$ cat config.mk
export PLATFORM = sky130hd
export DESIGN_NAME = operand_sequencer
export DESIGN_NICKNAME = d
export VERILOG_FILES = /design/src/rtl/operand_sequencer_pkg.sv /design/src/rtl/operand_sequencer.sv
export SDC_FILE = /design/constraint.sdc
export NUM_CORES = 1
export LEC_CHECK = 0
export CORE_MARGIN = 5
export CORE_UTILIZATION = 46
export DETAILED_ROUTE_END_ITERATION = 6
export PLACE_DENSITY = 0.86
export SYNTH_ARGS = -nofsm -noshare
export SYNTH_HDL_FRONTEND = slang
export SYNTH_SLANG_ARGS = --single-unit
$ cat constraint.sdc
create_clock -name clk -period 3.83 [get_ports clk]
set_input_delay 1.149 -clock clk [delete_from_list [all_inputs] [get_ports clk]]
set_output_delay 1.149 -clock clk [all_outputs]
set_load 0.01 [all_outputs]
$ cat src/rtl/operand_sequencer_pkg.sv
// operand_sequencer_pkg: shared CPU widths, sequencer states and retire counter width
package operand_sequencer_pkg;
  localparam int ADDR_W_DEF = 4;
  localparam int DATA_W_DEF = 8;
  localparam int RETIRE_W = 8;
  typedef enum logic [2:0] {
    IDLE     = 3'd0,
    ISSUE    = 3'd1,
    FETCH    = 3'd2,
    DISPATCH = 3'd3,
    WAIT_RES = 3'd4,
    WRITE    = 3'd5
  } state_t;
endpackage

$ cat src/rtl/operand_sequencer.sv
// operand_sequencer: one-in-flight read/dispatch/writeback sequencer between decode, register file and ALU
module operand_sequencer
  import operand_sequencer_pkg::*;
#(
  parameter int ADDR_W = ADDR_W_DEF,
  parameter int DATA_W = DATA_W_DEF
) (
  input  logic                clk,
  input  logic                reset,
  input  logic                req_valid,
  output logic                req_ready,
  input  logic [ADDR_W-1:0]   req_src1,
  input  logic [ADDR_W-1:0]   req_src2,
  input  logic [ADDR_W-1:0]   req_dst,
  input  logic                req_wb,
  output logic [ADDR_W-1:0]   rf_read_address1,
  output logic [ADDR_W-1:0]   rf_read_address2,
  input  logic [DATA_W-1:0]   rf_read_data1,
  input  logic [DATA_W-1:0]   rf_read_data2,
  output logic [ADDR_W-1:0]   rf_write_address,
  output logic                rf_write_enable,
  output logic [DATA_W-1:0]   rf_write_data,
  output logic                op_valid,
  input  logic                op_ready,
  output logic [DATA_W-1:0]   op_a,
  output logic [DATA_W-1:0]   op_b,
  output logic [ADDR_W-1:0]   op_dst,
  input  logic                res_valid,
  output logic                res_ready,
  input  logic [DATA_W-1:0]   res_data,
  output logic [RETIRE_W-1:0] retire_count
);
  state_t state;
  logic   wb;
  assign req_ready       = state == IDLE;
  assign op_valid        = state == DISPATCH;
  assign res_ready       = state == WAIT_RES;
  assign rf_write_enable = state == WRITE;
  always_ff @(posedge clk)
    if (!reset) begin
      state            <= IDLE;
      wb               <= 1'b0;
      rf_read_address1 <= '0;
      rf_read_address2 <= '0;
      rf_write_address <= '0;
      rf_write_data    <= '0;
      op_a             <= '0;
      op_b             <= '0;
      op_dst           <= '0;
      retire_count     <= '0;
    end else
      case (state)
        IDLE:
          if (req_valid) begin
            rf_read_address1 <= req_src1;
            rf_read_address2 <= req_src2;
            op_dst           <= req_dst;
            wb               <= req_wb;
            state            <= ISSUE;
          end
        ISSUE: state <= FETCH;
        FETCH: begin
          op_a  <= rf_read_data1;
          op_b  <= rf_read_data2;
          state <= DISPATCH;
        end
        DISPATCH:
          if (op_ready) begin
            state <= wb ? WAIT_RES : IDLE;
            if (!wb) retire_count <= retire_count + 1'b1;
          end
        WAIT_RES:
          if (res_valid) begin
            rf_write_data    <= res_data;
            rf_write_address <= op_dst;
            state            <= WRITE;
          end
        WRITE: begin
          retire_count <= retire_count + 1'b1;
          state        <= IDLE;
        end
        default: state <= IDLE;
      endcase
endmodule

Yosys cells after proc, flatten, opt, wreduce, memory -nomap -nowiden
Index checks and enable logic that the tools add are counted.
{ "totals": {"inputBits": 42, "word_cells": 34, "latchBits": 0, "register_bits": 52, "ramBits": 0, "output_inout_bits": 52, "n_memories": 0, "rom_bits": 0} }
{ "classes": {"n_div": 0, "shifts": 0, "n_bitwise": 0, "order_cmp": 0, "n_addsub": 1, "eq_ne": 9, "n_mux": 8, "n_mul": 0, "n_reduce_logical": 6} }
{ "op_table": {"columns": ["op", "n"], "rows": [
  ["8-bit 2-to-1 mux", 2],
  ["8-bit one-hot mux with 2 select lines", 1],
  ["3-bit one-hot mux with 5 select lines", 1],
  ["3-bit 2-to-1 mux", 4],
  ["8-bit by 1-bit adder with 8-bit output (second input constant)", 1],
  ["3-bit by 2-bit == test with 1-bit output (second input constant)", 2],
  ["3-bit == test (second input constant)", 2],
  ["2-bit inequality test (second input constant)", 3],
  ["3-bit AND reduction", 2],
  ["2-bit AND reduction", 2],
  ["3-bit by 1-bit == test with 1-bit output (second input constant)", 1],
  ["3-bit zero test", 1],
  ["2-bit by 1-bit inequality test with 1-bit output (second input constant)", 1],
  ["2-bit nonzero test", 1]
]} }

Logic depth before layout (Yosys ltp)
Gate-level depths: netlist of run 1.
{ "depth": {"word_depth": 4, "ltp_mapped": 6, "depth_no_buf": 4} }

Worst setup path before layout of run 1
No wires, ideal clock.
{ "synth_timing": {"path_type": "flip-flop to output port", "from": "register state[2]", "to": "output res_ready", "path_buffers": 1, "required_time_ns": 2.681, "path_stages_with_launch": 4, "slack_ns": 1.711, "t_arrival_ns": 0.970, "path_cell_list": "dfxtp_1 or2b_1 clkbuf_1 nor2_1"} }
{ "synth_via": {"elab_chain_len": 1} }
{ "synth_lines": {"columns": ["element", "line_no", "source"], "rows": [
  ["start, declared", "operand_sequencer.sv:33", "state_t state;"],
  ["start signal, assigned", "operand_sequencer.sv:69", "state <= wb ? WAIT_RES : IDLE;"],
  ["3-bit == test", "operand_sequencer.sv:37", "assign res_ready = state == WAIT_RES;"],
  ["end, declared", "operand_sequencer.sv:29", "output logic res_ready,"]
]} }
No other way between the ends.

Worst setup path in the final report of run 1
Same ends and word-level chain as after synthesis.

==> metrics.txt, run 1 <==
Final Hold Fails 0; Worst Setup Slack, final 0.611 ns; clk_skew 0.00495 ns; postcts setup bufs 0; post-CTS sizing 0; via count 1934; CTS root buf clkbuf_8; Core ar. 4720 um2; # hold bufs at CTS 0; final worst path period need 3.22 ns; Rows 25; pre-CTS setup slack 0.957 ns; CP Capture Type output port; P&R area growth vs syn 44.3%; PortBufs 93; WL final 5140 um; Hold Crit Class reg -> reg; TritonCTS clock tree done; Setup TNS Final 0 ns; LEAKAGE 0.00109 uW; final setup violating endpoints 0; chip width 79.6 um; Startpoint Class flop; grt total ovfl 0; Slew Limit Fails 0; final period utilization 0.840; Syn Area/Cell 8.78 um2; CTS buffer count 5; CTS Buffer Depth 2; hpwl dp 3680 um; Req. time, crit path 2.68 ns; post-DR vias/cell 4.80; CP max FO 12; RSZ-0062 raised after global routing false; dpl cells 396; Worst slew margin 0.412; chip height 79.6 um; Synth Register Bits 52; max-cap violations 0; VDD IR max 0.205 mV; worst path arrival time 2.07 ns; Total GRT Usage 0.167; H-tree depth 2; 1st-iter DRT viols 74; GPL Wtd Cong 0.743; IO Pins 94; synthesized area 2230 um2; CP Class reg -> out; net count after synthesis 297; layout cells sized above 1 0.0387; status finished, final reports clean; drt wl/cell 12.8 um; clk_lat worst skew 0.30 ns; Netlist cell types 32; diode count 0; first-pass GRT wire length 8300 um; initial antenna violation count 0; register area share after synthesis 0.467; Ys Warns 0; Clock transition at path regs 0.09 ns; Initial Util 0.472; antenna-violating nets left 0; pwr dens 326 nW/um2; largest net degree at the start of global routing 61; vias in the first global route 1852; Nets 379; Sink Count 52; Syn Inst Count 254; total iterations of the first detailed-routing run 4; DRC 0; max frequency 0.311 GHz; Slew @ Worst Pin 0.882 ns; die area 6340 um2; Finished Layout Cells 403
report_power, final:
group	internal, uW	switching (uW)
Combinational	103	69.2
Sequential	563	20.7
Clock	125	168
cell usage after synthesis:
cell       number  share of area
a2111oi_4       1          0.012
or4b_4          1         0.0062
inv_1           2         0.0034
nand4_1         3         0.0084
a211oi_1        2         0.0067
dfxtp_1        52           0.47
buf_2           8          0.018
and3b_1         1         0.0039
nor3_1          1         0.0022
a21oi_1         5          0.011
nor4b_4         1          0.011
a31oi_1         1         0.0028
and3_1          1         0.0028
o21a_1          2         0.0067
clkbuf_1        6          0.010
mux2i_1         8          0.036
nor3b_4         1         0.0084
ha_1            1         0.0056
o211ai_1        1         0.0034
nor2_1          2         0.0034
or3b_1          1         0.0039
buf_6           2          0.010
a21boi_0       20          0.067
buf_4           2         0.0067
and4bb_2        1         0.0056
nand4bb_4       1          0.012
nand2_1        95           0.16
o21bai_1        1         0.0034
or2b_1          1         0.0034
nand4bb_1       1         0.0051
a21boi_1       21          0.071
nand2b_1        8          0.022
layer usage:
metal	GRT usage	share of wire	vias to the layer above
li1	-	-	997
met1	0.191	0.45	869
met2	0.285	0.47	61
met3	0.0519	0.060	7
met4	0.0722	0.014	0
met5	0	0	-
final timing paths:
check / startpoint / to / slack [ns] / cells after the start
worst max register to register: state[0] / retire_count[7] / 2.13 / 3
worst min-delay path: op_a[0] / op_a[0] / 0.45 / 2
worst max-delay path: state[2] / res_ready / 0.61 / 3
worst min register to register: op_a[0] / op_a[0] / 0.45 / 2
metrics by stage:
stage	hold slack (ns)	instance area, um2	utilization	power, uW
floorplan	0.444	2230	-	678
global placement	0.440	3140	0.665	768
detailed placement	0.445	3140	0.665	771
CTS	0.457	3220	0.681	1070
global route	0.482	3220	0.681	1110
finish	0.453	3220	0.681	1050
flip-flops by register name (all words and copies together), names as in the netlist:
register,count
retire_count,8
op_b,8
rf_write_address,4
state,3
rf_write_data,8
wb,1
rf_read_address1,4
rf_read_address2,4
op_a,8
op_dst,4
layout by cell type, fill, tap and decap left out, types with 2 or more instances in the layout:
cell and count:
nand2_1 95, clkdlybuf4s50_1 92, dfxtp_1 52, a21boi_1 21, a21boi_0 20, nand2b_1 8, mux2i_1 8, a21oi_1 5
clkbuf_8 5, nand4_1 3, nor2_1 2, inv_1 2, a211oi_1 2, o21a_1 2
critical path: stages, from the launching register on:
cell,delay (ns)
dfxtp_1,0.62
or2b_1,0.41
nor2_1,0.18
clkdlybuf4s50_1,0.56
final cells by class:
| cell class | count | area (um2) |
|---|---|---|
| clock buffers | 6 | 72.6 |
| clock inverters | 1 | 5.00 |
| fillers | 402 | 1510 |
| inverters | 2 | 7.51 |
| multi-input cells | 182 | 1080 |
| flip-flops and latches | 52 | 1040 |
| well taps | 67 | 83.8 |
| repair buffers | 93 | 926 |
cell families after synthesis:
family | count (synthesis) | share of synthesized area
buffers and inverters | 20 | 0.0483
and+or+nand+nor | 119 | 0.259
muxes | 8 | 0.0359
AOI/OAI and AO/OA | 54 | 0.185
adders and majority gates | 1 | 0.00561
DFF | 52 | 0.467
No activity file was read; power rests on OpenSTA's default activity.
==> inputs of run 2 (changes only) <==
--- a/config.mk
+++ b/config.mk
@@ -6,9 +6,9 @@
 export NUM_CORES = 1
 export LEC_CHECK = 0
 export CORE_MARGIN = 5
-export CORE_UTILIZATION = 46
+export CORE_UTILIZATION = 38
 export DETAILED_ROUTE_END_ITERATION = 6
-export PLACE_DENSITY = 0.86
+export PLACE_DENSITY = 0.76
 export SYNTH_ARGS = -nofsm -noshare
 export SYNTH_HDL_FRONTEND = slang
 export SYNTH_SLANG_ARGS = --single-unit
==> constraint.sdc (replaced) <==
create_clock -name clk -period 2.8 [get_ports clk]
set_input_delay 0.84 -clock clk [delete_from_list [all_inputs] [get_ports clk]]
set_output_delay 0.84 -clock clk [all_outputs]
set_load 0.01 [all_outputs]
==> run 2 against run 1 <==
Effect of this change:
- via count grew 1.0%
- cell count grew 3.5%
- combinational power grew 47%
- register-to-register slack lost 0.92 ns
- hold slack gained 0.0047 ns
==> metrics.txt, run 2 (same netlist as run 1, synthesis figures left out) <==
status finished, final reports clean; Clock transition at path regs 0.09 ns (about the same); Core ar. 5820 um2 (+23%); Initial Util 0.383 (-0.0887); first-pass GRT wire length 8940 um (+7.7%); RSZ-0062 raised after global routing false; total iterations of the first detailed-routing run 4 (unchanged); vias in the first global route 1901 (+2.6%); Total GRT Usage 0.148 (-0.0192); initial antenna violation count 0 (unchanged); VDD IR max 0.206 mV (+0.67%); via count 1954 (+1.0%); reg2reg start state[0]; drt wl/cell 12.7 um (-0.35%); post-DR vias/cell 4.69 (-2.4%); worst reg2reg endpoint op_a[5]; Final Hold Fails 0 (unchanged); # hold bufs at CTS 0 (unchanged); Startpoint Class flop; chip height 86.6 um (+8.8%); worst r2r path cells 4 (+1); Rows 28 (+12%); switch share 0.241 (-0.00545); Sink Count 52 (unchanged); worst path arrival time 1.73 ns (-0.34 ns); flip-flop and latch area 1040 um2 (unchanged); Net Switching 376 uW (+46%); CP Class reg -> out; chip width 86.6 um (+8.8%); max frequency 0.389 GHz; WL final 5300 um (+3.1%); Req. time, crit path 1.96 ns (-0.72 ns); CP Capture Type output port; Min-Delay Endpoint op_a[6]; cells along the critical path or2b_1, nor2_1, clkdlybuf4s50_1; clk_lat worst skew 0.30 ns (about the same); PortBufs 93 (unchanged); area taken by multi-input logic gates 1080 um2 (unchanged); most frequent cells in the layout 95 x nand2_1, 92 x clkdlybuf4s50_1, 52 x dfxtp_1; largest net degree at the start of global routing 36 (-41%); CP max FO 9 (-3); Power Total 1560 uW (+49%); CTS buffer count 5 (unchanged); die area 7500 um2 (+18%); final period utilization 0.918; HP Start op_a[6]; CTS root buf clkbuf_8; number of fill cells in the layout 549 (+37%); Pint 1190 uW (+50%); LEAKAGE 0.00113 uW (+3.7%); DRC 0 (unchanged); clock power share 0.334 (+0.055); TritonCTS clock tree done; Nets 384 (+1.3%); max-cap violations 0 (unchanged); Final Util 0.567 (-0.114); layout cells sized above 1 0.0556 (+0.0169); Setup TNS Final 0 ns (unchanged); antenna-violating nets left 0 (unchanged); diode count 0 (unchanged); final setup violating endpoints 0 (unchanged); Worst slew margin 0.586 (+0.174); Slew @ Worst Pin 0.621 ns (-0.261 ns); GPL Wtd Cong 0.709 (-4.5%); Hold Crit Class reg -> reg; Flop pwr share 0.505 (-0.052); CTS Buffer Depth 2 (unchanged); IO Pins 94 (unchanged); final worst path period need 2.57 ns; post-CTS sizing 0 (unchanged); clk_skew 0.00830 ns (+0.00335 ns); Slowest-stage cell, CP clkdlybuf4s50_1; grt total ovfl 0 (unchanged); R2R setup slack 1.21 ns (-0.92 ns); combinational share of power 0.162 (-0.002); most common cell after layout, fill and taps aside nand2_1; 1st-iter DRT viols 53 (-28%); hpwl dp 3940 um (+7.2%); P&R area growth vs syn 47.9%; Slowest Stage Delay on Critical Path 0.56 ns (-0.06 ns); H-tree depth 2 (unchanged); postcts setup bufs 0 (unchanged); pwr dens 474 nW/um2 (+45%); Slew Limit Fails 0 (unchanged); hold path cells 2 (unchanged)
[run 2: cell types whose count changed in the layout (fill, tap and decap cells not counted)]
cell / before / now
buf_4: 0 / 5
bufinv_16: 0 / 1
clkinv_2: 1 / 0
inv_6: 0 / 1
[run 2: layer usage]
| metal | vias up | part of all wire | GRT usage |
|---|---|---|---|
| met1 | 882 | 0.45 | 0.198 |
| met4 | 0 | 0.010 | 0.0467 |
| met2 | 56 | 0.47 | 0.239 |
| met5 | - | 0 | 0 |
| li1 | 1010 | - | - |
| met3 | 6 | 0.069 | 0.0314 |
[run 2: stage by stage]
step	instance area (um2)	cells	setup slack (ns)	hold WS (ns)
floorplan	2230	254	0.990	0.444
global placement	3190	409	0.535	0.440
detailed placement	3190	409	0.509	0.447
CTS	3300	417	0.214	0.461
global route	3300	417	0.127	0.487
finish	3300	417	0.231	0.458
[run 2: how the worst max path moves through the flow]
stage	from	endpoint	slack [ns]
after floorplan	state[2]	res_ready	0.99
after global placement	req_valid	op_dst[1]	0.53
after detailed placement	op_ready	retire_count[7]	0.51
after CTS	state[2]	res_ready	0.21
after global routing	state[2]	res_ready	0.13
final	state[2]	res_ready	0.23
[run 2: final cells by class]
type	instances	share of cell area
tap	75	0.0285
clock inverter	2	0.0118
sequential	52	0.316
timing repair buffer	98	0.292
inverter	2	0.00228
clock buffer	6	0.0220
multi-input combinational	182	0.328
[run 2: power groups by stage]
stage | Combinational (uW) | Clock [uW] | Sequential [uW]
2_1_floorplan | 113 | 0 | 815
3_3_place_gp | 253 | 0 | 806
3_5_place_dp | 257 | 0 | 806
4_1_cts | 258 | 544 | 789
5_1_grt | 278 | 564 | 795
6_report | 253 | 522 | 789
[run 2: worst max-delay path: cells and delay by family, from the launching register on]
kind                   cells  cell delay, ns
AND/OR/NAND/NOR            2            0.53
buffers and inverters      1            0.56
flip-flops                 1            0.34
